==> src/rtl/counter_scheduler_if.sv <==
// Request/grant bus between the requesting blocks and counter_scheduler.
//   req  : per-requester request level, held until done or abort
//   len  : flattened terminal counts, len[i*CNT_W +: CNT_W] is requester i
//   gnt  : one-hot grant, high while the owner's interval runs
//   done : one-cycle completion pulse to the owner
//   busy : scheduler is in RUN or DONE
//   cnt  : current shared counter value
// master = requester side, slave = scheduler side.
interface counter_scheduler_if #(
  parameter int NUM_REQ = 4,
  parameter int CNT_W   = 4
);
  logic [NUM_REQ-1:0]       req;
  logic [NUM_REQ*CNT_W-1:0] len;
  logic [NUM_REQ-1:0]       gnt;
  logic [NUM_REQ-1:0]       done;
  logic                     busy;
  logic [CNT_W-1:0]         cnt;

  modport master (output req, len, input gnt, done, busy, cnt);
  modport slave  (input req, len, output gnt, done, busy, cnt);
endinterface

==> src/rtl/counter_scheduler.sv <==
// Shares one CNT_W-bit up-counter among NUM_REQ requesters. A round-robin
// arbiter picks a requester in IDLE, the counter runs 0..len for it in RUN,
// and DONE pulses done to the owner. Dropping req mid-run aborts silently.
//   clock : system clock (rising edge)
//   reset : synchronous active-low reset
//   bus   : counter_scheduler_if slave modport (req/len in, gnt/done/busy/cnt out)
module counter_scheduler #(
  parameter int NUM_REQ = 4,
  parameter int CNT_W   = 4
) (
  input  logic               clock,
  input  logic               reset,
  counter_scheduler_if.slave bus
);
  localparam int IDX_W = (NUM_REQ > 1) ? $clog2(NUM_REQ) : 1;

  typedef enum logic [1:0] {IDLE, RUN, DONE} state_t;

  state_t             state, state_nxt;
  logic [IDX_W-1:0]   owner, owner_nxt, ptr, ptr_nxt, pick, owner_inc;
  logic [CNT_W-1:0]   cnt_q, cnt_nxt, tgt, tgt_nxt;
  logic [NUM_REQ-1:0] gnt_q, gnt_nxt, done_q, done_nxt;
  logic               busy_q, busy_nxt, found;

  // (base + k) mod NUM_REQ without relying on NUM_REQ being a power of two
  function automatic logic [IDX_W-1:0] rr_idx(input logic [IDX_W-1:0] base, input int k);
    int s;
    s = int'(base) + k;
    if (s >= NUM_REQ) s = s - NUM_REQ;
    return IDX_W'(s);
  endfunction

  // Round-robin scan starting at ptr; first asserted request wins
  always_comb begin
    found = 1'b0;
    pick  = '0;
    for (int k = 0; k < NUM_REQ; k++) begin
      if (!found && bus.req[rr_idx(ptr, k)]) begin
        found = 1'b1;
        pick  = rr_idx(ptr, k);
      end
    end
  end

  assign owner_inc = (owner == IDX_W'(NUM_REQ - 1)) ? '0 : owner + IDX_W'(1);

  always_comb begin
    state_nxt = state;
    owner_nxt = owner;
    tgt_nxt   = tgt;
    ptr_nxt   = ptr;
    cnt_nxt   = cnt_q;
    gnt_nxt   = gnt_q;
    done_nxt  = '0;
    busy_nxt  = busy_q;
    unique case (state)
      IDLE: begin
        cnt_nxt  = '0;
        gnt_nxt  = '0;
        busy_nxt = 1'b0;
        if (found) begin
          state_nxt     = RUN;
          owner_nxt     = pick;
          tgt_nxt       = bus.len[pick*CNT_W +: CNT_W];
          gnt_nxt[pick] = 1'b1;
          busy_nxt      = 1'b1;
        end
      end
      RUN: begin
        // abort outranks completion in the same cycle
        if (!bus.req[owner]) begin
          state_nxt = IDLE;
          gnt_nxt   = '0;
          cnt_nxt   = '0;
          busy_nxt  = 1'b0;
          ptr_nxt   = owner_inc;
        end else if (cnt_q == tgt) begin
          state_nxt       = DONE;
          gnt_nxt         = '0;
          done_nxt[owner] = 1'b1;
          busy_nxt        = 1'b1;
        end else begin
          cnt_nxt = cnt_q + CNT_W'(1);
        end
      end
      DONE: begin
        state_nxt = IDLE;
        gnt_nxt   = '0;
        cnt_nxt   = '0;
        busy_nxt  = 1'b0;
        ptr_nxt   = owner_inc;
      end
      default: state_nxt = IDLE;
    endcase
  end

  always_ff @(posedge clock) begin
    if (!reset) begin
      state  <= IDLE;
      owner  <= '0;
      tgt    <= '0;
      ptr    <= '0;
      cnt_q  <= '0;
      gnt_q  <= '0;
      done_q <= '0;
      busy_q <= 1'b0;
    end else begin
      state  <= state_nxt;
      owner  <= owner_nxt;
      tgt    <= tgt_nxt;
      ptr    <= ptr_nxt;
      cnt_q  <= cnt_nxt;
      gnt_q  <= gnt_nxt;
      done_q <= done_nxt;
      busy_q <= busy_nxt;
    end
  end

  assign bus.gnt  = gnt_q;
  assign bus.done = done_q;
  assign bus.busy = busy_q;
  assign bus.cnt  = cnt_q;
endmodule
==> src/flat_wrapper.sv <==
// flat-port wrapper written by rule: the top's interface ports become plain ports
module counter_scheduler_flat 
#(
  parameter int NUM_REQ = 4,
  parameter int CNT_W   = 4
)
  (clock, reset, bus_req, bus_len, bus_gnt, bus_done, bus_busy, bus_cnt);
  counter_scheduler_if #(.NUM_REQ(NUM_REQ), .CNT_W(CNT_W)) bus_i ();
  input  logic clock;
  input  logic reset;
  input wire logic [$bits(bus_i.req)-1:0] bus_req;
  input wire logic [$bits(bus_i.len)-1:0] bus_len;
  output wire logic [$bits(bus_i.gnt)-1:0] bus_gnt;
  output wire logic [$bits(bus_i.done)-1:0] bus_done;
  output wire logic [$bits(bus_i.busy)-1:0] bus_busy;
  output wire logic [$bits(bus_i.cnt)-1:0] bus_cnt;
  assign bus_i.req = bus_req;
  assign bus_i.len = bus_len;
  assign bus_gnt = bus_i.gnt;
  assign bus_done = bus_i.done;
  assign bus_busy = bus_i.busy;
  assign bus_cnt = bus_i.cnt;
  counter_scheduler #(.NUM_REQ(NUM_REQ), .CNT_W(CNT_W)) u_core (.clock(clock), .reset(reset), .bus(bus_i));
endmodule
==> config.mk <==
export PLATFORM = sky130hd
export DESIGN_NAME = counter_scheduler_flat
export DESIGN_NICKNAME = d
export VERILOG_FILES = /design/src/rtl/counter_scheduler_if.sv /design/src/rtl/counter_scheduler.sv /design/src/flat_wrapper.sv
export SDC_FILE = /design/constraint.sdc
export NUM_CORES = 1
export LEC_CHECK = 0
export ABC_CLOCK_PERIOD_IN_PS = 3560
export BUFFER_PORTS_ARGS = -buffer_cell sky130_fd_sc_hd__buf_4
export CAP_MARGIN = 10
export CORE_AREA = 2 2 53 55
export DETAILED_ROUTE_END_ITERATION = 7
export DIE_AREA = 0 0 55 57
export HOLD_SLACK_MARGIN = 0.08
export PLACE_DENSITY = 0.75
export SKIP_CTS_REPAIR_TIMING = 1
export SLEW_MARGIN = 20
export SYNTH_ARGS = -nofsm -noshare
export SYNTH_HDL_FRONTEND = slang
export SYNTH_SLANG_ARGS = --single-unit
==> constraint.sdc <==
create_clock -name clock -period 3.56 [get_ports clock]
set_input_delay 0.89 -clock clock [delete_from_list [all_inputs] [get_ports clock]]
set_output_delay 0.89 -clock clock [all_outputs]
set_load 0.1 [all_outputs]
# ---- Word-level counts from Yosys, hierarchy flattened
# Index checks and enable logic that the tools add are counted.
dict set report word_totals {
  n_memories 0
  rom_bits 0
  in_bits 22
  ramBits 0
  latch_bits 0
  ff_bits 23
}
dict set report op_classes {
  n_bitwise 0
  add_sub_neg 9
  reduce_logical 19
  multipliers 0
  order_cmp 12
  div 0
  shifts 1
  eq_ne 8
  n_mux 44
}
# cell n
set ops {}
lappend ops {{two-way mux 2 bit} 13}
lappend ops {{two-way mux 4 bit} 5}
lappend ops {{< comparator 2 x 3 -> 1 bit (second input constant)} 6}
lappend ops {{variable part select 16 x 5 -> 4 bit} 1}
lappend ops {{two-way mux 1 bit} 14}
lappend ops {{case mux 4 bit (3 select lines)} 1}
lappend ops {{binary-select mux 1 bit (select 2 bit)} 5}
lappend ops {{AND reduction 2 bit} 5}
lappend ops {{>= comparator 3 bit (second input constant)} 3}
lappend ops {{case mux 2 bit (2 select lines)} 2}
lappend ops {{case mux 4 bit (2 select lines)} 1}
lappend ops {{subtractor 2 x 1 -> 2 bit (second input constant)} 4}
lappend ops {{adder 2 x 2 -> 3 bit (second input constant)} 2}
lappend ops {{inequality test 3 bit (second input constant)} 2}
lappend ops {{logical AND 1 bit} 5}
lappend ops {{adder 4 x 1 -> 4 bit (second input constant)} 1}
lappend ops {{demux 1 bit (select 2 bit)} 2}
lappend ops {{equality test 2 bit (second input constant)} 2}
lappend ops {{equality test 4 bit} 1}
lappend ops {{>= comparator 2 x 1 -> 1 bit (second input constant)} 2}
lappend ops {{AND reduction 4 bit} 1}
lappend ops {{nonzero test 2 bit} 2}
lappend ops {{adder 2 x 1 -> 3 bit (second input constant)} 1}
lappend ops {{>= comparator 2 x 3 -> 1 bit (second input constant)} 1}
lappend ops {{9 further kinds} 11}

# ---- Logic depth before layout (Yosys ltp)
# Gate-level depths: netlist of the first run.
dict set report logic_depth {
  word_depth 20
  ltp_mapped 7
  ltp_nobuf 7
}

# ---- Least setup slack after synthesis of the first run
# No wires, ideal clock.
dict set report synth_path {
  path_kind {reg-to-reg}
  from {register u_core.cnt_q[0], in the netlist u_core.bus.cnt[0]}
  to {register u_core.gnt_q[3], in the netlist u_core.bus.gnt[3]}
  arrival_ns 2.352
  path_slack_ns 1.138
  t_required_ns 3.489
  n_path_buf 0
  stages_incl_launch_ff 6
  cell_sequence {dfxtp_1 > xnor2_1 > nand4_1 > a31o_4 > or4b_1 > a21oi_1}
}
dict set report synth_via {
  elab_chain_cells 3
}
# item line_no
set synth_lines {}
lappend synth_lines {{start: declaration} counter_scheduler.sv:21} ;# logic [CNT_W-1:0] cnt_q, cnt_nxt, tgt, tgt_nxt;
lappend synth_lines {{start signal: assignment} counter_scheduler.sv:112} ;# cnt_q <= cnt_nxt;
lappend synth_lines {{equality test 4 bit} counter_scheduler.sv:77} ;# end else if (cnt_q == tgt) begin
lappend synth_lines {{inequality test 3 bit (no source line)} -}
lappend synth_lines {{AND reduction 2 bit (no source line)} -}
lappend synth_lines {{end signal: assignment} counter_scheduler.sv:113} ;# gnt_q <= gnt_nxt;
lappend synth_lines {{end: declaration} counter_scheduler.sv:22} ;# logic [NUM_REQ-1:0] gnt_q, gnt_nxt, done_q, done_nxt;
# No other way between the ends.
# A chain may end at the register's enable or synchronous reset.

# ---- Worst setup path in the final report of the first run
dict set report layout_path {
  from {input bus_req[3]}
  to {register u_core.gnt_q[3], in the netlist u_core.bus.gnt[3]}
}
dict set report layout_via {
  elab_chain_cells 18
}
# item line_no
set layout_lines {}
lappend layout_lines {{start: declaration} flat_wrapper.sv:11} ;# input wire logic [$bits(bus_i.req)-1:0] bus_req;
lappend layout_lines {{binary-select mux 1 bit (select 2 bit)} counter_scheduler.sv:38} ;# if (!found && bus.req[rr_idx(ptr, k)]) begin
lappend layout_lines {{two-way mux 1 bit (implied by the code)} counter_scheduler.sv:38}
lappend layout_lines {{two-way mux 1 bit} counter_scheduler.sv:38}
lappend layout_lines {{zero test 1 bit} counter_scheduler.sv:38}
lappend layout_lines {{logical AND 1 bit} counter_scheduler.sv:38}
lappend layout_lines {{two-way mux 1 bit} counter_scheduler.sv:38}
lappend layout_lines {{zero test 1 bit} counter_scheduler.sv:38}
lappend layout_lines {{logical AND 1 bit} counter_scheduler.sv:38}
lappend layout_lines {{[... 2 more ...]} -}
lappend layout_lines {{logical AND 1 bit} counter_scheduler.sv:38}
lappend layout_lines {{two-way mux 2 bit} counter_scheduler.sv:38}
lappend layout_lines {{< comparator 2 x 3 -> 1 bit (implied by the code) / >= comparator 2 x 1 -> 1 bit (equally long branches)} counter_scheduler.sv:65} ;# gnt_nxt[pick] = 1'b1;
lappend layout_lines {{logical AND 1 bit (implied by the code)} counter_scheduler.sv:65}
lappend layout_lines {{two-way mux 1 bit (implied by the code)} counter_scheduler.sv:65}
lappend layout_lines {{demux 1 bit (select 2 bit)} -}
lappend layout_lines {{two-way mux 4 bit} counter_scheduler.sv:61} ;# if (found) begin
lappend layout_lines {{case mux 4 bit (3 select lines)} counter_scheduler.sv:56} ;# unique case (state)
# Parallel ways exist; a longest one is shown, timed or not. The select of a mux whose other input is x is not followed.

==> metrics.log, run 1 <==
[metrics] share of the yosys chip area belonging to registers: 37.1%
[metrics] Detailed Route WL: between 2000 and 3000 microns
[metrics] data required time of the critical path: approximately 3.8 ns
[metrics] synthesized instance count: approximately 140
[metrics] pin count of the biggest net entering global routing: 14
[metrics] via count of the first global-routing pass: between 1000 and 1500
[metrics] first-pass detailed-route iteration total: 4
[metrics] fraction of final layout cells with drive strength greater than 1: about a quarter
[metrics] final-layout setup total negative slack: 0 ns
[metrics] count of warnings emitted by yosys: 0
[metrics] TritonCTS clock tree: done
[metrics] total global routing overflow: 0
[metrics] crit-path max cell delay: roughly 0.53 ns
[metrics] cell type contributing the most total cell area after synthesis: sky130_fd_sc_hd__dfxtp_1
[metrics] path type of the worst setup path: in2reg
[metrics] areal power density over the cells: roughly 650 nW/um^2
[metrics] setup repair after global routing missed its margin: false
[metrics] cell types occupying the most area after synthesis: sky130_fd_sc_hd__dfxtp_1, sky130_fd_sc_hd__ha_1, sky130_fd_sc_hd__mux2i_1, sky130_fd_sc_hd__nor2_1, sky130_fd_sc_hd__a21oi_1
[metrics] remaining number of nets flagged by the antenna check after routing: 0
[metrics] net count after synthesis: 165
[metrics] placer congestion estimate: slightly below 0.8
[metrics] slowest cell on the critical path: sky130_fd_sc_hd__mux4_2
[metrics] count of flip-flops with a built-in enable after synthesis: 0
[metrics] count of boundary I/O pins: 35
[metrics] fmax: 464 MHz
[metrics] antenna fix cells: 0
[metrics] most repeated cell in the gate-level netlist after synthesis: sky130_fd_sc_hd__dfxtp_1
[metrics] setup slack after placement: about 1.1 ns
[metrics] # port buffers: 34
[metrics] Leakage: 0.703 nW
[metrics] power share of the sequential group: between 30 and 40%
[metrics] hold crit path type: reg2reg
[metrics] worst setup slack after layout: ~1.4 ns
[metrics] HPWL reported at the end of detailed placement: approximately 2100 microns
[metrics] Clk pwr share: between 10 and 15%
[metrics] total die area: roughly 3100 sq um
[metrics] insertion delay to the later sink of the worst-skew pair: ~0.32 ns
[metrics] TritonCTS buffer count: 3
[metrics] Worst IR Drop VDD: 0.417 mV
[metrics] DRC violation total after the first TritonRoute iteration: 26
[metrics] fill cell total of the finished layout: roughly 250
[metrics] final setup vio count: 0
[metrics] detailed-route via count: approximately 1100
[metrics] area growth from synthesis to layout: 24.8%
[metrics] global-route wire length before repair: about 4700 microns
[metrics] maximum buffer depth of the clock tree: 2
[metrics] wire length per cell after detailed routing: between 10 and 15 microns
[metrics] Worst EP arrival: between 2 and 2.5 ns
[metrics] number of clock sinks: 23
[metrics] logic gate share of total power: between 50% and 60%
[metrics] outcome: finished clean
[metrics] core area: ~2600 sq um
[metrics] switching power of the nets: roughly 470 uW
[metrics] effective utilization at floorplan: a little under half
[metrics] # H-tree levels: 1
[metrics] # Max-Cap Violations: 0
[metrics] synthesized cell area: 1240 sq um
[metrics] root buffer cell: sky130_fd_sc_hd__clkbuf_4
[metrics] worst-margin pin slew: ~0.56 ns
[metrics] ys flop type: sky130_fd_sc_hd__dfxtp_1
[metrics] die span in y: about 57 microns
[metrics] residual DRC count: 0
[metrics] Slew HR: between 60% and 70%
[metrics] clock-pin slew on the worst setup and hold paths: about 0.14 ns
[metrics] crit end category: flop
[metrics] synth cell count leaders: sky130_fd_sc_hd__dfxtp_1, sky130_fd_sc_hd__nor2_1, sky130_fd_sc_hd__mux2i_1, sky130_fd_sc_hd__nand2_1
[metrics] vias per inst: about 5.5
[metrics] Setup crit start kind: input port
[metrics] CP cell instances: buf_4 -> mux4_2 -> a31o_4 -> or4b_1 -> a21oi_1
[metrics] GR Util All Layers: between 10% and 20%
[metrics] largest driver fanout on the critical path: 6
[metrics] total count of hold-check failures in the final report: 0
[metrics] mean cell area of the mapped netlist: between 9 and 10 sq um
[metrics] Std-Cell Rows: 19
[metrics] internal power: approximately 530 uW
[metrics] count of cell types in the netlist: 34
[metrics] fraction of synthesis flops using an asynchronous set or reset pin: 0%
[metrics] post-layout minimum cycle time: between 2 and 2.5 ns
[metrics] part of the cycle the worst path needs: 60.6%
[metrics] final max-slew violation count: 0
[metrics] net switching fraction of the power: 47.0%
[metrics] worst clock skew: 0.00683 ns
[metrics] initial antenna violation count: 0
[metrics] post-synthesis sequential element count: 23
[metrics] share of Yosys cell area claimed by the top area cell type: a little under two fifths
[metrics] die boundary width: approximately 55 microns
[metrics] net total in the final layout: about 200
-- state kept, by name (all words and copies together), names as in the netlist --
| signal | count |
|---|---|
| u_core.ptr | 2 |
| u_core.bus.gnt | 4 |
| u_core.tgt | 4 |
| u_core.owner | 2 |
| u_core.bus.cnt | 4 |
| u_core.state | 2 |
| u_core.bus.done | 4 |
| u_core.bus.busy | 1 |
-- worst max-delay path: cells and delay by family --
family,cells,cell delay [ns]
simple gates,1,0.46
mux,1,0.53
compound gates,2,0.42
buf+inv,1,0.13
-- power by group through the flow --
| stage | Combinational [mW] | Sequential, mW | Clock (mW) |
|---|---|---|---|
| 2_1_floorplan | 0.276 | 0.491 | 0 |
| 3_3_place_gp | 0.518 | 0.353 | 0 |
| 3_5_place_dp | 0.528 | 0.353 | 0 |
| 4_1_cts | 0.529 | 0.347 | 0.128 |
| 5_1_grt | 0.577 | 0.356 | 0.135 |
| 6_report | 0.529 | 0.348 | 0.128 |
-- per-layer routing --
metal	global-route usage (%)	part of all wire [%]	wire length (microns)	vias to the layer above
met1	27.8	44	1190	507
met2	31.1	48	1300	45
li1	-	-	-	559
met4	5.92	1.1	30	0
met5	0	0	0	-
met3	3.66	6.4	172	4
-- cells by family (layout without fill, tap and decap cells) --
group / count (synthesis) / count (layout) / synth area share [%]
simple gates: 46 / 46 / 19.2
compound gates: 27 / 27 / 15.6
flops: 23 / 23 / 37.1
mux: 13 / 13 / 11.7
buf+inv: 11 / 46 / 3.43
fa+ha+maj: 8 / 8 / 8.06
xor+xnor: 7 / 7 / 4.94
-- final cells by class --
class                      instances  area, sq um  area share [%]
sequential                        23          460            29.7
tap                               31         38.8            2.50
clock buffer                       4         26.3            1.70
multi-input combinational        101          738            47.7
inverter                           8         30.0            1.94
timing repair buffer              34          255            16.5
-- cells in the final DEF (no fill, tap or decap), drive strengths merged, types with 2 or more instances in the layout --
cell / n
nand4: 3
o21ai: 2
xor2: 3
buf: 34
or3: 3
nand4b: 2
nor2: 11
mux2i: 10
mux2: 2
a31o: 2
xnor2: 4
nand2b: 2
dfxtp: 23
ha: 8
nor3: 2
nand2: 9
o221ai: 4
clkbuf: 4
nand3: 6
a21oi: 8
and2: 4
o211ai: 3
inv: 8
o22ai: 3
a21o: 2
-- final timing paths --
path                     start                end  depth (start not counted)  slack [ns]
max reg2reg    u_core.owner[1]  u_core.bus.gnt[3]                          4        1.60
min          u_core.bus.gnt[3]  u_core.bus.gnt[3]                          2        0.46
max                 bus_req[3]  u_core.bus.gnt[3]                          5        1.40
min reg2reg  u_core.bus.gnt[3]  u_core.bus.gnt[3]                          2        0.46
-- through the flow --
step | instances | cell area, sq um | util [%] | hold slack [ns] | total power [mW]
after CTS | 201 | 1550 | 59.2 | 0.469 | 1.00
after detailed placement | 197 | 1520 | 58.2 | 0.452 | 0.881
after global routing | 201 | 1550 | 59.2 | 0.495 | 1.07
final | 201 | 1550 | 59.2 | 0.462 | 1.00
after global placement | 197 | 1520 | 58.2 | 0.444 | 0.870
after floorplan | 135 | 1240 | - | 0.453 | 0.767
No activity file was read; power rests on OpenSTA's default activity.
==> run 2, diff against run 1 <==
- ABC_CLOCK_PERIOD_IN_PS: 3560 -> 1900
- CORE_AREA: 2 2 53 55 -> 2 2 55 57
- DIE_AREA: 0 0 55 57 -> 0 0 57 59
- PLACE_DENSITY: 0.75 -> 0.73
- clock period: 3.56 -> 1.9 ns (I/O delays scaled with it)
==> run 2 against run 1 <==
- sequential cell count unchanged
- final area increased by 8.4%
- non-clock buffer count grew 15
- sequential share of layout area shrank 1.3 points
- power up 100%
- count of clock-buffer cells in the layout decreased by 1
- critical path type is now reg2reg
==> metrics.log, run 2 (synthesis gave the netlist of run 1 again) <==
[metrics] outcome: finished clean
[metrics] wire length per cell after detailed routing: 14.0 microns (+4.0%)
[metrics] net total in the final layout: 216 (+7.5%)
[metrics] launch instance of the worst min-delay path: bus_len[14]
[metrics] DRC violation total after the first TritonRoute iteration: 27 (+3.8%)
[metrics] Placed Area: 1650 sq um (+8.4%)
[metrics] insertion delay to the later sink of the worst-skew pair: 0.31 ns (about the same)
[metrics] commonest non-fill, non-tap cell in the layout: sky130_fd_sc_hd__buf_4
[metrics] total global routing overflow: 0 (unchanged)
[metrics] root buffer cell: sky130_fd_sc_hd__clkbuf_4
[metrics] # H-tree levels: 1 (unchanged)
[metrics] GR Util All Layers: 18.8% (-1.1 points)
[metrics] post-layout minimum cycle time: 1.84 ns
[metrics] clock-pin slew on the worst setup and hold paths: 0.13 ns (about the same)
[metrics] first-pass detailed-route iteration total: 4 (unchanged)
[metrics] top library cells by usage in the layout, fill and taps aside: sky130_fd_sc_hd__buf_4, sky130_fd_sc_hd__dfxtp_1, sky130_fd_sc_hd__nor2_1
[metrics] remaining number of nets flagged by the antenna check after routing: 0 (unchanged)
[metrics] die boundary width: 57 microns (+3.6%)
[metrics] vias per inst: 5.47 (-1.4%)
[metrics] final setup vio count: 0 (unchanged)
[metrics] Setup crit start kind: flop
[metrics] detailed-route via count: 1181 (+5.9%)
[metrics] utilization after layout: 62.0% (+2.7 points)
[metrics] effective utilization at floorplan: 45.8% (-1.7 points)
[metrics] crit end category: flop
[metrics] area growth from synthesis to layout: 35.3%
[metrics] number of standard cells in the final layout excluding fillers: 216 (+7.5%)
[metrics] count of boundary I/O pins: 35 (unchanged)
[metrics] Std-Cell Rows: 19 (unchanged)
[metrics] maximum buffer depth of the clock tree: 2 (unchanged)
[metrics] total die area: 3360 sq um (+7.3%)
[metrics] path type of the worst setup path: reg2reg
[metrics] total count of hold-check failures in the final report: 0 (unchanged)
[metrics] HPWL reported at the end of detailed placement: 2340 microns (+13%)
[metrics] via count of the first global-routing pass: 1135 (+2.5%)
[metrics] TritonCTS clock tree: done
[metrics] number of clock sinks: 23 (unchanged)
[metrics] Leakage: 0.781 nW (+11%)
[metrics] global-route wire length before repair: 4890 microns (+3.2%)
[metrics] CP Launch Point: u_core.owner[1]
[metrics] placer congestion estimate: 0.818 (+4.7%)
[metrics] Worst IR Drop VDD: 0.805 mV (+93%)
[metrics] Worst EP arrival: 2.09 ns (-0.33 ns)
[metrics] final max-slew violation count: 0 (unchanged)
[metrics] pin count of the biggest net entering global routing: 14 (unchanged)
[metrics] Slew HR: 71.1% (+8.9 points)
[metrics] fmax: between 500 and 600 MHz
[metrics] # port buffers: 34 (unchanged)
[metrics] hold crit path type: in2reg
[metrics] slack of the worst reg-to-reg path: 0.06 ns (-1.54 ns)
[metrics] core area: 2710 sq um (+3.6%)
[metrics] areal power density over the cells: 1200 nW/um^2 (+84%)
[metrics] part of the cycle the worst path needs: a little over nine tenths
[metrics] summed area of non-filler cells in the final layout: 1680 sq um (+8.4%)
[metrics] initial antenna violation count: 0 (unchanged)
[metrics] TritonCTS buffer count: 3 (unchanged)
[metrics] # Max-Cap Violations: 0 (unchanged)
[metrics] beginning of the worst register-to-register path: u_core.owner[1]
[metrics] die span in y: 59 microns (+3.5%)
[metrics] residual DRC count: 0 (unchanged)
[metrics] data required time of the critical path: 2.15 ns (-1.68 ns)
[metrics] Detailed Route WL: 3010 microns (+12%)
[metrics] largest driver fanout on the critical path: 2 (-4)
[metrics] worst-margin pin slew: 0.430 ns (-0.131 ns)
[metrics] antenna fix cells: 0 (unchanged)
[metrics] fraction of final layout cells with drive strength greater than 1: 34.6% (+9.3 points)
[metrics] worst clock skew: 0.00188 ns (-0.00495 ns)
[metrics] setup repair after global routing missed its margin: false
[metrics] placed cell count: 212 (+7.6%)
-- run 2: changes by cell type in the layout (fill, tap and decap cells not counted) --
cell	change
sky130_fd_sc_hd__dfxtp_4	+4
sky130_fd_sc_hd__buf_4	+15
sky130_fd_sc_hd__dfxtp_2	+1
sky130_fd_sc_hd__dfxtp_1	-5
sky130_fd_sc_hd__clkbuf_1	-1
sky130_fd_sc_hd__clkinv_2	+1
-- run 2: path summary, 6_finish.rpt --
check | to | cells after the start
max reg2reg | u_core.bus.gnt[3] | 4
min reg2reg | u_core.bus.gnt[2] | 2
min | u_core.tgt[2] | 3
max | u_core.bus.gnt[3] | 4
-- run 2: power breakdown --
part	internal (mW)	total [mW]	switching, mW	leakage (nW)
logic	0.437	1.11	0.678	0.572
clock network	0.0788	0.233	0.154	0.0177
registers	0.577	0.660	0.0835	0.191
-- run 2: final cells by class --
class	count	area, sq um
clock buffer	3	22.5
clock inverter	1	5.00
fill	249	1030
inverter	8	30.0
multi-input combinational	101	738
sequential	23	477
tap	31	38.8
timing repair buffer	49	368
-- run 2: worst max-delay path, cell delays in order, from the launching register on --
cell                      delay [ns]
sky130_fd_sc_hd__dfxtp_2        0.37
sky130_fd_sc_hd__mux4_2         0.53
sky130_fd_sc_hd__a31o_4         0.26
sky130_fd_sc_hd__or4b_1         0.46
sky130_fd_sc_hd__a21oi_1        0.16
-- run 2: metal layers --
metal	vias up	share of wire [%]	track usage (%)	routed length, microns
li1	588	-	-	-
met1	565	44	23.3	1320
met2	24	52	33.5	1560
met3	4	3.6	2.62	107
met4	0	1.1	6.98	34
met5	-	0	0	0
-- run 2: metrics by stage --
step	power (mW)	setup TNS, ns	hold WS (ns)	setup slack, ns
2_1_floorplan	1.44	0	0.453	0.000611
3_3_place_gp	1.75	-0.243	0.446	-0.104
3_5_place_dp	1.77	-0.461	0.445	-0.121
4_1_cts	2.01	0	0.444	0.0404
5_1_grt	2.13	0	0.437	0.0318
6_report	2.01	0	0.440	0.0607
==> run 3, diff against run 2 <==
- BUFFER_PORTS_ARGS: -buffer_cell sky130_fd_sc_hd__buf_4 -> not set
- CORE_AREA: 2 2 55 57 -> 2 2 53 55
- DIE_AREA: 0 0 57 59 -> 0 0 55 57
- DONT_BUFFER_PORTS: not set -> 1
- PLACE_DENSITY: 0.73 -> 0.66
==> run 3 against run 2 <==
- clock power is essentially flat
- wire length shrank 7.8%
- die area shrank 6.8%
- register-to-register slack gained 0.02 ns
- critical path depth is the same
- first-iteration DRC count grew 19%
- final area shrank 12%
- final cell count shrank 13%
- highest routed layer unchanged
- critical path type unchanged
==> metrics.log, run 3 (synthesis gave the netlist of run 1 again) <==
[metrics] residual DRC count: 0 (unchanged)
[metrics] GR Util All Layers: 20.2% (+1.3 points)
[metrics] slowest cell on the critical path: sky130_fd_sc_hd__mux4_2
[metrics] CP cell instances: mux4_2 -> a31o_4 -> or4b_1 -> a21oi_1
[metrics] Slew HR: 70.5% (-0.60 points)
[metrics] effective utilization at floorplan: 47.5% (+1.7 points)
[metrics] wire length per cell after detailed routing: 14.8 microns (+6.0%)
[metrics] Worst EP arrival: 2.08 ns (about the same)
[metrics] HPWL reported at the end of detailed placement: 2180 microns (-6.7%)
[metrics] fmax: 550 MHz (+1.2%)
[metrics] final total power: 1.96 mW (-2.2%)
[metrics] fraction of final layout cells with drive strength greater than 1: 24.8% (-9.8 points)
[metrics] worst-margin pin slew: 0.439 ns (+0.00899 ns)
[metrics] worst clock skew: 0.0147 ns (+0.0128 ns)
[metrics] largest driver fanout on the critical path: 2 (unchanged)
[metrics] pin count of the biggest net entering global routing: 14 (unchanged)
[metrics] final setup vio count: 0 (unchanged)
[metrics] multi-input gate area in the final layout: 752 sq um (+1.9%)
[metrics] placer congestion estimate: 0.795 (-2.8%)
[metrics] outcome: finished clean
[metrics] die boundary width: 55 microns (-3.5%)
[metrics] net total in the final layout: 188 (-13%)
[metrics] path type of the worst setup path: reg2reg
[metrics] post-layout minimum cycle time: 1.82 ns (-0.0214 ns)
[metrics] final max-slew violation count: 0 (unchanged)
[metrics] launch instance of the worst min-delay path: reset
[metrics] Worst IR Drop VDD: 1.00 mV (+25%)
[metrics] Setup crit start kind: flop
[metrics] global-route wire length before repair: 4760 microns (-2.5%)
[metrics] Std-Cell Rows: 19 (unchanged)
[metrics] core area: 2620 sq um (-3.5%)
[metrics] slack of the worst reg-to-reg path: 0.08 ns (+0.02 ns)
[metrics] detailed-route via count: 1098 (-7.0%)
[metrics] area growth from synthesis to layout: 19.5%
[metrics] insertion delay to the later sink of the worst-skew pair: 0.32 ns (about the same)
[metrics] data required time of the critical path: 2.17 ns (+0.02 ns)
[metrics] summed area of non-filler cells in the final layout: 1480 sq um (-12%)
[metrics] DRC violation total after the first TritonRoute iteration: 32 (+19%)
[metrics] r2r worst-path depth: 4 (unchanged)
[metrics] total global routing overflow: 0 (unchanged)
[metrics] areal power density over the cells: 1320 nW/um^2 (+11%)
[metrics] # port buffers: 0 (-100%)
[metrics] initial antenna violation count: 0 (unchanged)
[metrics] clock-pin slew on the worst setup and hold paths: 0.14 ns (about the same)
[metrics] storage element area: 477 sq um (unchanged)
[metrics] count of boundary I/O pins: 35 (unchanged)
[metrics] worst slack on hold paths: 0.292 ns (-0.148 ns)
[metrics] worst setup slack after layout: 0.0821 ns (+0.0214 ns)
[metrics] maximum buffer depth of the clock tree: 2 (unchanged)
[metrics] Crit. path cell count: 4 (unchanged)
[metrics] TritonCTS clock tree: done
[metrics] buffers and inverters on the worst path: 0 (unchanged)
[metrics] top library cells by usage in the layout, fill and taps aside: sky130_fd_sc_hd__buf_4, sky130_fd_sc_hd__dfxtp_1, sky130_fd_sc_hd__nor2_1
[metrics] commonest non-fill, non-tap cell in the layout: sky130_fd_sc_hd__buf_4
[metrics] vias per inst: 5.84 (+6.8%)
[metrics] # H-tree levels: 1 (unchanged)
[metrics] hold crit path type: in2reg
[metrics] remaining number of nets flagged by the antenna check after routing: 0 (unchanged)
[metrics] Leakage: 0.653 nW (-16%)
[metrics] die span in y: 57 microns (-3.4%)
[metrics] via count of the first global-routing pass: 1075 (-5.3%)
[metrics] first-pass detailed-route iteration total: 4 (unchanged)
[metrics] setup slack after placement: -0.00351 ns (+0.118 ns)
[metrics] # Max-Cap Violations: 0 (unchanged)
[metrics] setup repair after global routing missed its margin: false
[metrics] part of the cycle the worst path needs: 95.7% (-1.1 points)
[metrics] final-layout setup total negative slack: 0 ns (unchanged)
[metrics] Hold Crit Depth: 1 (-2)
[metrics] antenna fix cells: 0 (unchanged)
[metrics] fill cell total of the finished layout: 249 (unchanged)
[metrics] crit end category: flop
[metrics] cell family contributing the most delay on the critical path: multiplexers
[metrics] total count of hold-check failures in the final report: 0 (unchanged)
[metrics] total die area: 3140 sq um (-6.8%)
[metrics] Detailed Route WL: 2780 microns (-7.8%)
[metrics] beginning of the worst register-to-register path: u_core.owner[1]
[metrics] root buffer cell: sky130_fd_sc_hd__clkbuf_4
[metrics] number of clock sinks: 23 (unchanged)
[metrics] CP Launch Point: u_core.owner[1]
[metrics] crit-path max cell delay: 0.54 ns (about the same)
[metrics] TritonCTS buffer count: 3 (unchanged)
[metrics] Placed Area: 1440 sq um (-13%)
-- run 3: cell types whose count changed in the layout (fill, tap and decap cells not counted) --
cell,delta
sky130_fd_sc_hd__nor3_2,+1
sky130_fd_sc_hd__o22ai_1,-1
sky130_fd_sc_hd__nand2_1,-1
sky130_fd_sc_hd__nor3_1,-1
sky130_fd_sc_hd__buf_4,-28
sky130_fd_sc_hd__o22ai_2,+1
sky130_fd_sc_hd__nand2_2,+1
-- run 3: where the power goes --
group	switching (mW)	internal (mW)
clock	0.155	0.0787
combinational	0.687	0.400
sequential	0.0666	0.576
-- run 3: cell type report --
cell class | instances | area share, %
Multi-Input combinational cell | 101 | 50.7
Sequential cell | 23 | 32.2
Timing Repair Buffer | 21 | 10.6
Tap cell | 31 | 2.62
Inverter | 8 | 2.03
Clock buffer | 3 | 1.52
Clock inverter | 1 | 0.338
-- run 3: through the flow --
step	cells	utilization, %
global route	188	56.7
finish	188	56.7
detailed placement	184	55.1
CTS	188	56.1
floorplan	135	-
global placement	184	55.1
-- run 3: final timing paths --
| check | to |
|---|---|
| min | u_core.state[0] |
| min reg2reg | u_core.bus.busy |
| max reg2reg | u_core.bus.gnt[3] |
| max | u_core.bus.gnt[3] |
-- run 3: metal layers --
metal | wire, microns | GRT usage (%)
met5 | 0 | 0
met3 | 186 | 3.14
met1 | 1210 | 27.7
met2 | 1350 | 32.1
met4 | 40 | 6.27
